===== config.mk =====
export PLATFORM = sky130hd
export DESIGN_NAME = mac_rx_fcs_check
export DESIGN_NICKNAME = d
export VERILOG_FILES = /design/src/rtl/mac_rx_fcs_check_pkg.sv /design/src/rtl/mac_rx_fcs_check_strip.sv /design/src/rtl/mac_rx_fcs_check.sv
export SDC_FILE = /design/constraint.sdc
export NUM_CORES = 1
export LEC_CHECK = 0
export CAP_MARGIN = 5
export CORE_MARGIN = 2
export CORE_UTILIZATION = 60
export DETAILED_ROUTE_END_ITERATION = 8
export PLACE_DENSITY_LB_ADDON = 0.1
export REMOVE_ABC_BUFFERS = 1
export SYNTH_ARGS = -nofsm -noshare
export SYNTH_HDL_FRONTEND = slang
export SYNTH_SLANG_ARGS = --single-unit
export TNS_END_PERCENT = 50

===== constraint.sdc =====
create_clock -name i_clk -period 6.59 [get_ports i_clk]
set_input_delay 1.318 -clock i_clk [delete_from_list [all_inputs] [get_ports i_clk]]
set_output_delay 1.318 -clock i_clk [all_outputs]
set_load 0.03 [all_outputs]

===== src/rtl/mac_rx_fcs_check_pkg.sv =====
// Shared types, constants and CRC-32 helpers for the MAC RX FCS checker.
package mac_rx_fcs_check_pkg;

  localparam int unsigned N_SYMBOLS = 4;
  localparam int unsigned W_SYMBOL  = 8;
  localparam int unsigned W_DATA    = N_SYMBOLS * W_SYMBOL;
  localparam int unsigned W_CRC     = 32;
  localparam int unsigned W_POP     = $clog2(N_SYMBOLS + 1);

  localparam logic [W_CRC-1:0] CRC_POLY    = 32'h04C11DB7;
  localparam logic [W_CRC-1:0] CRC_RESET   = 32'hFFFFFFFF;
  localparam logic [W_CRC-1:0] CRC_RESIDUE = 32'hC704DD7B;

  localparam int unsigned DEF_MIN_FRAME_LEN = 64;
  localparam int unsigned DEF_MAX_FRAME_LEN = 1518;
  localparam int unsigned DEF_W_LEN         = 16;

  typedef enum logic {
    ST_IDLE     = 1'b0,
    ST_IN_FRAME = 1'b1
  } rx_state_t;

  typedef struct packed {
    logic crc_err;
    logic len_err;
    logic abort;
  } stat_flags_t;

  // MSB-first register, each byte fed LSB first (Ethernet wire order)
  function automatic logic [W_CRC-1:0] calc_crc_8bit(input logic [W_CRC-1:0] crc,
                                                     input logic [W_SYMBOL-1:0] d);
    logic [W_CRC-1:0] c;
    c = crc;
    for (int i = 0; i < int'(W_SYMBOL); i++) begin
      c = (c[W_CRC-1] ^ d[i]) ? ({c[W_CRC-2:0], 1'b0} ^ CRC_POLY) : {c[W_CRC-2:0], 1'b0};
    end
    return c;
  endfunction

  function automatic logic [W_CRC-1:0] calc_crc_16bit(input logic [W_CRC-1:0] crc,
                                                      input logic [15:0] d);
    return calc_crc_8bit(calc_crc_8bit(crc, d[7:0]), d[15:8]);
  endfunction

  function automatic logic [W_CRC-1:0] calc_crc_24bit(input logic [W_CRC-1:0] crc,
                                                      input logic [23:0] d);
    return calc_crc_8bit(calc_crc_16bit(crc, d[15:0]), d[23:16]);
  endfunction

  function automatic logic [W_CRC-1:0] calc_crc_32bit(input logic [W_CRC-1:0] crc,
                                                      input logic [31:0] d);
    return calc_crc_8bit(calc_crc_24bit(crc, d[23:0]), d[31:24]);
  endfunction

  function automatic logic [W_POP-1:0] popcount(input logic [N_SYMBOLS-1:0] m);
    logic [W_POP-1:0] n;
    n = '0;
    for (int i = 0; i < int'(N_SYMBOLS); i++) n = n + W_POP'(m[i]);
    return n;
  endfunction

  // Legal masks fill lanes from lane 0 upward with no holes
  function automatic logic mask_ok(input logic [N_SYMBOLS-1:0] m);
    return m[0] && ((m & (m + N_SYMBOLS'(1))) == '0);
  endfunction

  function automatic logic [W_CRC-1:0] crc_update(input logic [W_CRC-1:0] crc,
                                                  input logic [W_DATA-1:0] d,
                                                  input logic [N_SYMBOLS-1:0] m);
    logic [W_CRC-1:0] r;
    case (popcount(m))
      W_POP'(1): r = calc_crc_8bit(crc, d[7:0]);
      W_POP'(2): r = calc_crc_16bit(crc, d[15:0]);
      W_POP'(3): r = calc_crc_24bit(crc, d[23:0]);
      default:   r = calc_crc_32bit(crc, d[31:0]);
    endcase
    return r;
  endfunction

endpackage


===== src/rtl/mac_rx_fcs_check_strip.sv =====
// One-word hold register that drops the trailing FCS bytes from the forwarded stream.
// MAC_RX_FCS_PASS_EN selects a plain one-cycle pass-through that keeps the FCS.
module mac_rx_fcs_check_strip
  import mac_rx_fcs_check_pkg::*;
(
  input  logic                 i_clk,
  input  logic                 i_reset_n,
  input  logic                 i_take,
  input  logic                 i_bad,
  input  logic [N_SYMBOLS-1:0] i_valid,
  input  logic [W_DATA-1:0]    i_data,
  input  logic                 i_sof,
  input  logic                 i_eof,
  output logic [N_SYMBOLS-1:0] o_valid,
  output logic [W_DATA-1:0]    o_data,
  output logic                 o_sof,
  output logic                 o_eof
);

`ifdef MAC_RX_FCS_PASS_EN

  always_ff @(posedge i_clk or negedge i_reset_n) begin
    if (!i_reset_n) begin
      o_valid <= '0;
      o_data  <= '0;
      o_sof   <= 1'b0;
      o_eof   <= 1'b0;
    end else begin
      o_valid <= i_take ? i_valid : '0;
      o_sof   <= i_take & i_sof;
      o_eof   <= i_take & (i_eof | i_bad);
      if (i_take) o_data <= i_data;
    end
  end

`else

  logic [W_DATA-1:0]    hold_q;
  logic                 hold_full_q;
  logic                 sof_pend_q;
  logic                 emit_c;
  logic                 close_c;
  logic                 store_c;
  logic [N_SYMBOLS-1:0] mask_c;

  // A taken word always pushes out a full H; eof/abort also closes the frame
  always_comb begin
    emit_c  = i_take & hold_full_q;
    close_c = i_eof | i_bad | (i_sof & hold_full_q);
    store_c = i_take & ~i_eof & ~i_bad;
    mask_c  = (i_eof & ~i_bad & ~i_sof) ? i_valid : '1;
  end

  always_ff @(posedge i_clk or negedge i_reset_n) begin
    if (!i_reset_n) begin
      hold_q      <= '0;
      hold_full_q <= 1'b0;
      sof_pend_q  <= 1'b0;
      o_valid     <= '0;
      o_data      <= '0;
      o_sof       <= 1'b0;
      o_eof       <= 1'b0;
    end else begin
      o_valid <= emit_c ? mask_c : '0;
      o_sof   <= emit_c & sof_pend_q;
      o_eof   <= emit_c & close_c;
      if (emit_c) o_data <= hold_q;
      if (store_c) begin
        hold_q      <= i_data;
        hold_full_q <= 1'b1;
        sof_pend_q  <= i_sof;
      end else if (i_take) begin
        hold_full_q <= 1'b0;
        sof_pend_q  <= 1'b0;
      end
    end
  end

`endif

endmodule


===== src/rtl/mac_rx_fcs_check.sv =====
// RX FCS checker: CRC-32 residue and length check with FCS strip and end-of-frame status.
// Build option MAC_RX_FCS_PASS_EN forwards the FCS instead of stripping it.
module mac_rx_fcs_check
  import mac_rx_fcs_check_pkg::*;
#(
  parameter int unsigned MIN_FRAME_LEN = DEF_MIN_FRAME_LEN,
  parameter int unsigned MAX_FRAME_LEN = DEF_MAX_FRAME_LEN,
  parameter int unsigned W_LEN         = DEF_W_LEN
) (
  input  logic                          i_clk,
  input  logic                          i_reset_n,
  input  logic                          i_clk_en,
  input  logic [N_SYMBOLS-1:0]          i_valid,
  input  logic [N_SYMBOLS*W_SYMBOL-1:0] i_data,
  input  logic                          i_sof,
  input  logic                          i_eof,
  output logic [N_SYMBOLS-1:0]          o_valid,
  output logic [N_SYMBOLS*W_SYMBOL-1:0] o_data,
  output logic                          o_sof,
  output logic                          o_eof,
  output logic                          o_stat_valid,
  output logic                          o_stat_crc_err,
  output logic                          o_stat_len_err,
  output logic                          o_stat_abort,
  output logic [W_LEN-1:0]              o_frame_len
);

  rx_state_t        state_q, state_d;
  logic [W_CRC-1:0] crc_q, crc_d;
  logic [W_LEN-1:0] len_q, len_d;
  logic [W_LEN-1:0] len_base_c;
  logic [W_LEN:0]   len_sum_c;
  logic [W_LEN-1:0] stat_len_c;
  logic             accept_c;
  logic             take_c;
  logic             bad_c;
  logic             in_frame_c;
  logic             stat_fire_c;
  stat_flags_t      flags_c;

  // Next state, running CRC/length and end-of-frame status
  always_comb begin
    state_d     = state_q;
    crc_d       = crc_q;
    len_d       = len_q;
    stat_fire_c = 1'b0;
    flags_c     = '0;
    stat_len_c  = len_q;

    in_frame_c = (state_q == ST_IN_FRAME);
    accept_c   = i_clk_en & (|i_valid);
    bad_c      = ~mask_ok(i_valid) | (~i_eof & (i_valid != '1));
    take_c     = accept_c & (i_sof | in_frame_c);
    len_base_c = i_sof ? '0 : len_q;
    len_sum_c  = {1'b0, len_base_c} + (W_LEN+1)'(popcount(i_valid));

    if (take_c) begin
      crc_d       = crc_update(i_sof ? CRC_RESET : crc_q, i_data, i_valid);
      len_d       = len_sum_c[W_LEN] ? '1 : len_sum_c[W_LEN-1:0];
      stat_fire_c = i_eof | bad_c | (i_sof & in_frame_c);
      if (bad_c || (i_sof && in_frame_c)) begin
        // Aborted frame reports the bytes it had before the terminating word
        flags_c.abort = 1'b1;
        stat_len_c    = in_frame_c ? len_q : '0;
      end else begin
        flags_c.crc_err = (crc_d != CRC_RESIDUE);
        flags_c.len_err = (len_d < W_LEN'(MIN_FRAME_LEN)) ||
                          (len_d > W_LEN'(MAX_FRAME_LEN)) || (len_d == '1);
        stat_len_c      = len_d;
      end
      state_d = (bad_c || i_eof) ? ST_IDLE : ST_IN_FRAME;
    end
  end

  always_ff @(posedge i_clk or negedge i_reset_n) begin
    if (!i_reset_n) begin
      state_q        <= ST_IDLE;
      crc_q          <= CRC_RESET;
      len_q          <= '0;
      o_stat_valid   <= 1'b0;
      o_stat_crc_err <= 1'b0;
      o_stat_len_err <= 1'b0;
      o_stat_abort   <= 1'b0;
      o_frame_len    <= '0;
    end else begin
      state_q      <= state_d;
      crc_q        <= crc_d;
      len_q        <= len_d;
      o_stat_valid <= stat_fire_c;
      if (stat_fire_c) begin
        o_stat_crc_err <= flags_c.crc_err;
        o_stat_len_err <= flags_c.len_err;
        o_stat_abort   <= flags_c.abort;
        o_frame_len    <= stat_len_c;
      end
    end
  end

  mac_rx_fcs_check_strip u_strip (
    .i_clk     (i_clk),
    .i_reset_n (i_reset_n),
    .i_take    (take_c),
    .i_bad     (bad_c),
    .i_valid   (i_valid),
    .i_data    (i_data),
    .i_sof     (i_sof),
    .i_eof     (i_eof),
    .o_valid   (o_valid),
    .o_data    (o_data),
    .o_sof     (o_sof),
    .o_eof     (o_eof)
  );

endmodule


# == After elaboration in Yosys (flattened, before gate mapping) ==
# Index checks and enable logic that the tools add are counted.
# classes
n_reduce_logical,9
add_sub_neg,5
n_mux,50
n_eq_ne,6
n_bitwise,86
n_lt_le_gt_ge,2
# ops
cell,n
2-to-1 mux 27 bit,32
inverter 14 bit,32
case mux 32 bit (3 select lines),1
2-to-1 mux 16 bit,5
2-to-1 mux 32 bit,2
"inequality test 32 bit, second input constant",1
XOR 1 bit,32
adder 16 x 3 -> 17 bit,1
"== test 16 bit, second input constant",1
"> comparator 16 x 11 -> 1 bit, second input constant",1
"less-than comparator 16 x 7 -> 1 bit, second input constant",1
AND 1 bit,12
2-to-1 mux 4 bit,2
"== test 3 x 2 -> 1 bit, second input constant",2
2-to-1 mux 1 bit,6
OR 1 bit,5
"adder 4 x 1 -> 4 bit, second input constant",1
AND 4 bit,1
zero test 4 bit,1
logical OR 1 bit,4
"inequality test 4 bit, second input constant",1
inverter 1 bit,4
OR reduction 4 bit,1
adder 2 x 1 -> 3 bit,1
other kinds (7),8
# totals
reg_bits,141

# == Longest topological paths before layout ==
# Gate-level depths: netlist of run 1.
# depth
word_depth,70
mapped_depth,24
ltp_nobuf,20

# == Modules after synthesis ==
# From an unflattened synthesis of run 1, not the netlist that was laid out.
# hier_totals
cells_unflattened,1150
area_unflattened_um2,12016.5
# by_module_without_submodules
module,n_inst,seq_area_each_um2,cells_each,area_per_inst_um2
mac_rx_fcs_check,1,1766.7,991,9328.9
mac_rx_fcs_check_strip,1,1801.7,159,2687.6

# == Worst setup path before layout of run 1 ==
# No wires, ideal clock.
# synth_timing
path_kind,in2reg
startpoint,input port i_data[4]
endpoint,register o_stat_crc_err
arrival_ns,5.816
path_buffers,1
stages,15
path_slack_ns,0.646
t_required_ns,6.462
path_cell_list,buf_4 -> xnor2_1 -> xnor2_1 -> xor2_1 -> xnor2_1 -> xnor3_2 -> xor2_2 -> xor3_1 -> xnor2_4 -> xnor3_1 -> a2bb2o_1 -> nand3_1 -> or4_1 -> nor4_1 -> a21oi_1
# synth_between
elab_chain_len,46
word_cells_on_any_way,76
cone_classes,eq/ne: 1; mux: 32; bitwise: 43
# synth_lines
item,line,text
"start, declared",mac_rx_fcs_check.sv:14,"input logic [N_SYMBOLS*W_SYMBOL-1:0] i_data,"
XOR 1 bit *,mac_rx_fcs_check_pkg.sv:35,"c = (c[W_CRC-1] ^ d[i]) ? ({c[W_CRC-2:0], 1'b0} ^ CRC_POLY) : {c[W_CRC-2:0], 1'b0};"
2-to-1 mux 27 bit *,mac_rx_fcs_check_pkg.sv:35,
inverter 14 bit (no source line),-,
2-to-1 mux 27 bit,mac_rx_fcs_check_pkg.sv:35,
inverter 14 bit (no source line),-,
2-to-1 mux 27 bit (2 in a row),mac_rx_fcs_check_pkg.sv:35,
inverter 14 bit (no source line),-,
2-to-1 mux 27 bit,mac_rx_fcs_check_pkg.sv:35,
[... 27 more ...],-,
2-to-1 mux 27 bit (3 in a row),mac_rx_fcs_check_pkg.sv:35,
inverter 14 bit (no source line),-,
2-to-1 mux 27 bit,mac_rx_fcs_check_pkg.sv:35,
case mux 32 bit (3 select lines) *,mac_rx_fcs_check_pkg.sv:71,case (popcount(m))
2-to-1 mux 32 bit *,mac_rx_fcs_check.sv:57,if (take_c) begin
inequality test 32 bit *,mac_rx_fcs_check.sv:66,flags_c.crc_err = (crc_d != CRC_RESIDUE);
2-to-1 mux 2 bit *,mac_rx_fcs_check.sv:61,if (bad_c || (i_sof && in_frame_c)) begin
2-to-1 mux 3 bit *,mac_rx_fcs_check.sv:57,
"end signal, assigned",mac_rx_fcs_check.sv:91,o_stat_crc_err <= flags_c.crc_err;
"end, declared",mac_rx_fcs_check.sv:22,"output logic o_stat_crc_err,"
# Mark *: on every way between the ends. The rest lies on a longest branch, timed or not. The select of a mux whose other input is x is not followed.
# A chain may end at the register's enable or synchronous reset.

# == Worst setup path after layout of run 1 ==
# layout_timing
startpoint,input port i_data[0]
endpoint,register o_stat_crc_err
# layout_between
elab_chain_len,46
word_cells_on_any_way,88
cone_classes,eq/ne: 1; mux: 36; bitwise: 51
# layout_lines
item,line
XOR 1 bit *,mac_rx_fcs_check_pkg.sv:35
2-to-1 mux 27 bit *,mac_rx_fcs_check_pkg.sv:35
2-to-1 mux 27 bit (tied with other cells),mac_rx_fcs_check_pkg.sv:35
2-to-1 mux 27 bit or inverter 14 bit (tied branches) (2 in a row),-
inverter 14 bit (no source line) or 2-to-1 mux 27 bit (tied branches),-
2-to-1 mux 27 bit (tied with other cells),mac_rx_fcs_check_pkg.sv:35
2-to-1 mux 27 bit or inverter 14 bit (tied branches),-
2-to-1 mux 27 bit (tied with other cells),mac_rx_fcs_check_pkg.sv:35
[... 29 more ...],-
2-to-1 mux 27 bit or inverter 14 bit (tied branches),-
inverter 14 bit (no source line) (tied with other cells),-
2-to-1 mux 27 bit,mac_rx_fcs_check_pkg.sv:35
case mux 32 bit (3 select lines) *,mac_rx_fcs_check_pkg.sv:71
2-to-1 mux 32 bit *,mac_rx_fcs_check.sv:57
inequality test 32 bit *,mac_rx_fcs_check.sv:66
2-to-1 mux 2 bit *,mac_rx_fcs_check.sv:61
2-to-1 mux 3 bit *,mac_rx_fcs_check.sv:57
# Marks and branches as above.

==> flow_summary.toml, run 1 <==
[flow_run]
max_cap_violations = 0

[yosys]
post_synth_fa_ha_maj_area_fraction_pct = 1.20
synth_top_area_share_pct = 23.3
synth_xor_area_share_pct = 38.1
syn_avg_cell_area_um2 = 10.3
synth_top_family_by_area = "XOR/XNOR gates"
synth_ff_type = "dfrtp_1"
synthDistinctLibCells = 63
synthMuxAreaShare_pct = 7.49
synth_seq_cells = 141
synth_edf_count = 0
yosys_warnings = 0
synth_area_um2 = 11700
synth_top_area_cell = "dfrtp_1"
synthSimpleGateAreaFrac_pct = 10.0
synth_compound_area_share_pct = 9.58
synthCells = 1143
ys_top_cells_by_area = "dfrtp_1 23%, xnor2_1 16%, xnor3_1 8.5%"
synthArstFlopShare_pct = 100
seq_area_frac_synth_pct = 30.4

[global_route]
grt_max_degree = 103
grt_pass1_vias = 8924
grt_use_total_pct = 36.1
grt_antenna_before_repair = 0
gr-total-overflow = 0
grt_pass1_wl_mm = 54.1

[clock_tree]
cts_buffer_depth = 2
clk_latency_ns = 0.44
post-cts-setup-buffers = 0
cts_tree = "yes"
cts_sinks = 141
root_buffer = "clkbuf_16"
numCtsBuffers = 17
cts.reportedPaths.clkPinSlew_ns = 0.06
cts_max_level = 4
ctsResizeCount = 0
cts_hold_buf = 0

[finish]
diodes = 0
final_common_cell = "xnor2_1"
final_cell_mix = "212 x xnor2_1, 122 x nand2_1, 109 x dfrtp_1"
final_util_pct = 72.7
nNetsFinal = 1340
fillers = 1482
final_area_um2 = 14100
drive_above_1_share_pct = 20.4
seq_area_um2 = 3570
multi_input_area_um2 = 7790
synthToLayoutAreaGrowth_pct = 19.9

[drt]
dr_wl_met3_mm = 3.65
wl_met1_mm = 15.1
avgViaCountPerCell = 5.86
wl_met2_mm = 16.1
firstDrtPassIters = 8
via_count = 9182
dr.first_iter.drc_count = 957
highest_layer = "met4"
ant_nets = 0
drt-total-wl_mm = 36.1
drcViolationCount = 0
routedWlPerCell_um = 23.0

[die]
rows = 51
die-area_um2 = 20700
die_y_um = 144
initial_utilization_pct = 60.6
core_um2 = 19300
pin_count = 99
die_w_um = 144

[critical_path]
crit_required_ns = 6.88
end_kind = "register"
reg2reg_slack_ns = 1.12
r2r_cells = 14
worstPathCellList = "clkdlybuf4s50_1 -> xnor2_1 -> xnor3_1 -> xnor2_1 -> xnor2_1 -> xnor3_2 -> xnor3_1 -> xor3_1 -> xor2_1 -> xnor2_1 -> o22ai_1 -> nand2b_1 -> nor3_1 -> a21oi_1"
crit_path_max_fanout = 5
r2r_start = "crc_q[31]"
cp-start-kind = "primary input"
crit_top_cell = "xnor2_1"
r2r_end = "o_stat_crc_err"
crit_arrival_ns = 6.68
slowest_stage = "xnor2_1"
slowest_delay_ns = 0.69
critical_path_class = "primary input to register"

[worst_hold_path]
hold-path-cell-count = 2
whs_endpoint = "crc_q[0]"
hold_path.class = "register to register"
holdCritStartpoint = "crc_q[0]"

[timing]
slew_headroom_pct = 22.9
fmax_mhz = 156
period_minus_slack_ns = 6.39
hold_ws_ns = 0.462
timing.final.hold_violations = 0
fin_skew_ns = 0.0135
setup_viol_count_final = 0
worst_pin_slew_ns = 1.16
rsz0062_at_grt = "false"
period_share_pct = 97.0
fin_tns_setup_ns = 0
finalMaxSlewViolations = 0

[placement]
dpl.hpwl_mm = 27.8
placed_area_um2 = 13400
gp_congestion = 1.06
portBuffers = 98

[outcome]
status = "finished, final reports clean"
[per-stage QoR]
step	setup slack, ns	std cells
after detailed placement	-0.0323	1535
final	0.199	1567
after floorplan	0.493	1077
after CTS	0.389	1567
after global routing	0.141	1567
after global placement	-0.0504	1535
[kinds of logic (layout without fill, tap and decap cells)]
group | count (synthesis) | in the layout
xor gates and xnor gates | 373 | 373
AOI/OAI and AO/OA | 180 | 180
and+or+nand+nor | 279 | 279
adders and majority gates | 10 | 10
muxes | 79 | 79
DFF | 141 | 141
buffers and inverters | 81 | 240
[critical path, delay by kind of cell]
| kind | cells | cell delay, ns |
|---|---|---|
| AOI/OAI and AO/OA | 2 | 0.32 |
| buffers and inverters | 1 | 0.53 |
| xor gates and xnor gates | 9 | 3.91 |
| and+or+nand+nor | 2 | 0.59 |
[routing by layer]
layer | vias to the layer above | global-route usage (%)
li1 | 4171 | -
met1 | 4456 | 49.1
met2 | 474 | 55.1
met3 | 81 | 10.5
met4 | 0 | 12.9
met5 | - | 0
[registers in the layout, indices dropped and copies added, names as in the netlist]
register	count
o_stat_crc_err	1
u_strip.hold_full_q	1
in_frame_c	1
u_strip.o_eof	1
u_strip.o_sof	1
u_strip.hold_q	32
u_strip.o_data	32
u_strip.o_valid	4
o_stat_len_err	1
u_strip.sof_pend_q	1
o_stat_abort	1
crc_q	32
o_stat_valid	1
o_frame_len	16
len_q	16
[layout make-up]
type | count | share of cell area, %
multi-input combinational | 921 | 55.5
tap | 265 | 2.36
sequential | 141 | 25.4
inverter | 15 | 0.401
clock inverter | 14 | 1.29
timing repair buffer | 193 | 12.0
clock buffer | 18 | 3.05
[worst max path at each step]
stage / start / cells after the start / slack [ns] / endpoint
after floorplan: i_valid[0] / 18 / 0.49 / o_stat_len_err
after global placement: i_data[2] / 16 / -0.05 / o_stat_crc_err
after detailed placement: i_data[0] / 14 / -0.03 / o_stat_crc_err
after CTS: i_data[0] / 14 / 0.39 / o_stat_crc_err
after global routing: i_data[0] / 14 / 0.14 / o_stat_crc_err
final: i_data[0] / 14 / 0.20 / o_stat_crc_err
[synth_stat cells, types with 3 or more instances]
cell type	n
o221ai_1	4
a22oi_1	8
xnor2_1	212
buf_2	9
buf_4	8
xnor3_1	44
a21oi_1	48
xnor2_2	7
nand2_1	123
clkbuf_1	43
xnor2_4	7
xor2_1	74
a222oi_1	3
dfstp_2	32
nor3_1	9
mux2i_1	9
xnor3_2	10
nor2b_1	12
a31oi_1	19
o31ai_1	3
a221oi_1	7
o22ai_1	7
and2_1	4
ha_1	8
o21ai_0	46
xor3_1	12
mux2_2	70
xor2_2	4
a211oi_1	10
dfrtp_1	109
buf_1	3
nor4_1	3
a21o_1	9
nor2_1	100
nand3_1	11
buf_6	3
nand2b_1	4
inv_1	15
Power of run 1 is left out: the tool's default activity adds up to more than one toggle a clock period on the data nets, which glitch-free logic cannot reach.
==> run 2: changes to the inputs <==
--- a/config.mk
+++ b/config.mk
@@ -5,10 +5,13 @@
 export SDC_FILE = /design/constraint.sdc
 export NUM_CORES = 1
 export LEC_CHECK = 0
+export ABC_AREA = 1
 export CAP_MARGIN = 5
+export CORE_ASPECT_RATIO = 0.75
 export CORE_MARGIN = 2
 export CORE_UTILIZATION = 60
 export DETAILED_ROUTE_END_ITERATION = 8
+export GPL_TIMING_DRIVEN = 0
 export PLACE_DENSITY_LB_ADDON = 0.1
 export REMOVE_ABC_BUFFERS = 1
 export SYNTH_ARGS = -nofsm -noshare
==> run 2 against run 1 <==
Maximum frequency increased by 1.3%. Die area rose by 7.9%. Non-clock buffer count shrank 89. Cell area rose by 3.0%. Global-route usage is 7.5 points higher. Count of clock-buffer cells in the layout did not move. Worst setup slack better by 0.079 ns. Routed wire length up 34%. Via count grew 61%. First-iteration DRC count grew to 2.7 times the previous value. Highest routed layer unchanged.
==> flow_summary.toml, run 2 <==
[drt]
ant_nets = 0
dr.first_iter.drc_count = 2558
avgViaCountPerCell = 6.16
drcViolationCount = 0
routedWlPerCell_um = 20.2
drt-total-wl_mm = 48.4
firstDrtPassIters = 9
via_count = 14800

[finish]
fillers = 1770
seq_area_um2 = 3570
nNetsFinal = 2155
final_area_um2 = 14500
final_common_cell = "nand2_1"
diodes = 0
multi_input_area_um2 = 8170
largestRegisters = "crc_q (32), u_strip.hold_q (32), u_strip.o_data (32)"
final_cell_mix = "850 x nand2_1, 279 x nand3_1, 143 x inv_1"
drive_above_1_share_pct = 11.2
synthToLayoutAreaGrowth_pct = 14.3

[yosys]
synth_common_cells = "852 x nand2_1, 280 x nand3_1, 143 x inv_1, 111 x nor2_1, 109 x dfrtp_1"
synth_edf_count = 0
yosys_warnings = 0
seq_area_frac_synth_pct = 28.2
synth_top_area_share_pct = 25.3
ys_top_cells_by_area = "nand2_1 25%, dfrtp_1 22%, nand3_1 11%"
synthArstFlopShare_pct = 100
synthCells = 2041
synthDistinctLibCells = 51
syn_avg_cell_area_um2 = 6.21
synth_ff_type = "dfrtp_1"
synth_area_um2 = 12700
synth_seq_cells = 141
synth_most_common_cell = "nand2_1"
synth_top_area_cell = "nand2_1"

[timing]
rsz0062_at_grt = "true"
fin_tns_setup_ns = 0
layout_setup_ws_ns = 0.278
setup_viol_count_final = 0
period_minus_slack_ns = 6.31
period_share_pct = 95.8
timing.final.hold_violations = 0
slew_headroom_pct = 11.8
finalMaxSlewViolations = 0
fin_skew_ns = 0.0120
fmax_mhz = 158
worst_pin_slew_ns = 1.32

[clock_tree]
root_buffer = "clkbuf_16"
cts_buffer_depth = 2
cts_max_level = 4
cts.reportedPaths.clkPinSlew_ns = 0.07
cts_sinks = 141
cts_tree = "yes"
clk_latency_ns = 0.44
numCtsBuffers = 17
cts_hold_buf = 0

[placement]
pre_cts_ws_ns = -0.525
gp_congestion = 1.09
portBuffers = 98
dpl.hpwl_mm = 37.1
placed_area_um2 = 13800

[critical_path]
end_kind = "register"
crit_arrival_ns = 6.64
cp-start-kind = "primary input"
crit_path_max_fanout = 19
crit_required_ns = 6.92
critical_path_class = "primary input to register"

[global_route]
grt_max_degree = 100
grt_antenna_before_repair = 0
grt_pass1_vias = 13000
gr-total-overflow = 0
grt_use_total_pct = 43.6
grt_pass1_wl_mm = 73.5

[die]
die-area_um2 = 22300
pin_count = 99
die_y_um = 130
die_w_um = 172
initial_utilization_pct = 61.8
rows = 45
core_um2 = 20500

[flow_run]
max_cap_violations = 0

[outcome]
status = "finished, final reports clean"

[worst_hold_path]
hold_path.class = "register to register"
## run 2: worst paths after layout
path	startpoint	to	slack (ns)	cells after the start
setup reg to reg	crc_q[31]	o_stat_crc_err	1.26	33
min in group asynchronous	i_reset_n	u_strip.o_data[16]	0.79	1
hold reg to reg	u_strip.hold_q[16]	u_strip.o_data[16]	0.47	2
setup / recovery	i_valid[0]	o_stat_crc_err	0.28	19
hold / removal	u_strip.hold_q[16]	u_strip.o_data[16]	0.47	2
max in group asynchronous	i_reset_n	crc_q[18]	4.93	2
## run 2: logic make-up (layout without fill, tap and decap cells)
group / Yosys count / in the layout / share of synthesized area, %
AND/OR/NAND/NOR: 1402 / 1402 / 48.7
buffers and inverters: 225 / 301 / 7.62
AO/OA/AOI/OAI: 188 / 188 / 8.89
flip-flops: 141 / 141 / 28.2
XOR/XNOR: 75 / 75 / 5.48
adder cells (fa/ha/maj): 10 / 10 / 1.11
## run 2: cell type report
type	count	area share, %
well taps	282	2.44
flip-flops and latches	141	24.7
multi-input cells	1675	56.5
clock buffers	18	2.97
repair buffers	104	7.54
inverters	165	4.34
clock inverters	14	1.59
## run 2: worst max-delay path, cell delays in order
cell             delay (ns)
clkdlybuf4s50_1        0.53
inv_1                  0.14
fa_1                   0.55
inv_1                  0.04
ha_1                   0.19
ha_1                   0.30
inv_1                  0.10
nor2_1                 0.53
inv_1                  0.39
nor2_2                 0.71
clkinvlp_4             0.62
o221ai_1               0.48
nand3_1                0.13
nor2_1                 0.11
nand3_1                0.09
nor2_1                 0.15
nand3_1                0.11
nand2_1                0.08
nand2_1                0.06
## run 2: layer usage
layer  global-route usage (%)  wire (um)
met4                     14.2       1760
met2                     64.2      20100
met3                     13.3       7430
met1                     61.2      19100
met5                        0          0
## run 2: repair_timing
item / 4_1_cts / 5_1_grt
setup buffers: 0 / 0
gates resized for setup: 1 / 3
setup endpoints to repair: 1 / 2
pin swaps: 0 / 0
## run 2: metrics by stage
stage	cells	utilization, %	hold slack, ns
after floorplan	1981	-	0.448
after global placement	2361	66.6	0.452
after detailed placement	2367	67.3	0.458
after CTS	2399	70.6	0.469
after global routing	2399	70.6	0.484
final	2399	70.6	0.467
Power of run 2 is left out for the same reason.
==> run 3: changes to the inputs <==
--- a/config.mk
+++ b/config.mk
@@ -6,7 +6,7 @@
 export NUM_CORES = 1
 export LEC_CHECK = 0
 export ABC_AREA = 1
-export CAP_MARGIN = 5
+export CAP_MARGIN = 40
 export CORE_ASPECT_RATIO = 0.75
 export CORE_MARGIN = 2
 export CORE_UTILIZATION = 60
==> run 3 against run 2 <==
Maximum frequency rose by 0.44%. Largest cell class unchanged. Sequential cell count did not move. Via count fell by 0.18%. Critical path depth rose by 5. Sequential share of layout area rose by 0.12 points. Clock skew rose by 0.0020 ns. Worst setup slack improved by 0.028 ns. Die area did not move.
==> flow_summary.toml, run 3 (synthesized netlist as in run 2, its figures left out) <==
[clock_tree]
numCtsBuffers = 17
cts_sinks = 141
ctsResizeCount = 0
cts_max_level = 4
clk_latency_ns = 0.45
cts_tree = "yes"
cts_buffer_depth = 2
cts_hold_buf = 0
cts.reportedPaths.clkPinSlew_ns = 0.07
post-cts-setup-buffers = 0
root_buffer = "clkbuf_16"

[drt]
avgViaCountPerCell = 6.14
firstDrtPassIters = 9
drt-total-wl_mm = 48.4
dr.first_iter.drc_count = 2256
drcViolationCount = 0
ant_nets = 0
routedWlPerCell_um = 20.1
via_count = 14700

[timing]
fmax_mhz = 159
timing.final.hold_violations = 0
rsz0062_at_grt = "true"
worst_pin_slew_ns = 0.948
period_minus_slack_ns = 6.28
hold_ws_ns = 0.471
finalMaxSlewViolations = 0
setup_viol_count_final = 0
period_share_pct = 95.4
layout_setup_ws_ns = 0.306
fin_skew_ns = 0.0140
slew_headroom_pct = 36.6

[die]
die_y_um = 130
initial_utilization_pct = 61.8
die_w_um = 172
rows = 45
pin_count = 99
core_um2 = 20500
die-area_um2 = 22300

[critical_path]
critical_path_class = "primary input to register"
r2r_start = "crc_q[31]"
r2r_end = "o_stat_crc_err"
reg2reg_slack_ns = 1.21
crit_required_ns = 6.93
crit_arrival_ns = 6.63
r2r_cells = 33
cp-start-kind = "primary input"
end_kind = "register"
crit_path_max_fanout = 11

[finish]
drive_above_1_share_pct = 11.3
final_cell_mix = "850 x nand2_1, 279 x nand3_1, 143 x inv_1"
largestRegisters = "crc_q (32), u_strip.hold_q (32), u_strip.o_data (32)"
synthToLayoutAreaGrowth_pct = 13.7
diodes = 0
final_common_cell = "nand2_1"
nNetsFinal = 2157

[global_route]
grt_use_met2_pct = 63.7
grt_max_degree = 98
grt_pass1_vias = 13100
gr-max-usage-layer = "met2"
grt_use_total_pct = 44.0
global_route.usage.met3_pct = 13.9
grt_antenna_before_repair = 1
gr-total-overflow = 0
grt_use_met1_pct = 61.5
grt_pass1_wl_mm = 73.7

[placement]
portBuffers = 98
pre_cts_ws_ns = -0.140
gp_congestion = 1.09
dpl.hpwl_mm = 37.3

[worst_hold_path]
hold_path.class = "register to register"
holdCritStartpoint = "u_strip.o_data[1]"
hold-path-cell-count = 2
whs_endpoint = "u_strip.o_data[1]"

[outcome]
status = "finished, final reports clean"

[flow_run]
max_cap_violations = 0
==> run 3: cell type report <==
type | instances | area, um^2
Multi-Input combinational cell | 1675 | 8170
Fill cell | 1777 | 6090
Sequential cell | 141 | 3570
Timing Repair Buffer | 106 | 1110
Inverter | 165 | 624
Clock buffer | 17 | 425
Tap cell | 282 | 353
Clock inverter | 15 | 148
==> run 3: per-stage QoR <==
stage | instance area [um^2] | utilization [%] | TNS, ns | cells
final | 14400 | 70.3 | 0 | 2401
after global routing | 14400 | 70.3 | -0.0796 | 2401
after CTS | 14400 | 70.2 | 0 | 2401
after detailed placement | 13800 | 67.4 | -0.213 | 2369
after global placement | 13700 | 66.6 | -410.23 | 2361
after floorplan | 12300 | - | 0 | 1981
==> run 3: how the worst max path moves through the flow <==
| stage | startpoint | endpoint | slack, ns | depth (start not counted) |
|---|---|---|---|---|
| floorplan | i_valid[0] | o_stat_len_err | 0.65 | 22 |
| CTS | i_valid[1] | o_stat_len_err | 0.23 | 24 |
| global placement | i_sof | u_strip.o_eof | -2.48 | 6 |
| detailed placement | i_valid[1] | o_stat_len_err | -0.14 | 24 |
| finish | i_valid[1] | o_stat_len_err | 0.31 | 24 |
| global route | i_valid[1] | o_stat_len_err | -0.08 | 24 |
==> run 3: critical path, stage by stage <==
cell and delay [ns]:
clkdlybuf4s50_1 0.54, inv_1 0.13, fa_1 0.51, inv_1 0.04, ha_1 0.19, ha_1 0.30
inv_1 0.10, fa_1 0.47, inv_1 0.08, a21oi_1 0.08, nor2_1 0.19, nand3_1 0.15
nor2_1 0.20, inv_1 0.09, nor4_1 0.36, nand3_1 0.26, nor3_4 0.46, buf_6 0.22
nor2_1 0.09, nor4b_1 0.33, o21ai_0 0.15, nand2_1 0.08, a21oi_1 0.06, o21ai_0 0.22
==> run 3: routing by layer <==
metal / up-vias / wire length, um
met5: - / 11
met4: 2 / 1980
met3: 160 / 6990
met2: 1045 / 19900
met1: 6815 / 19400
li1: 6720 / -
Power of run 3 is left out for the same reason.
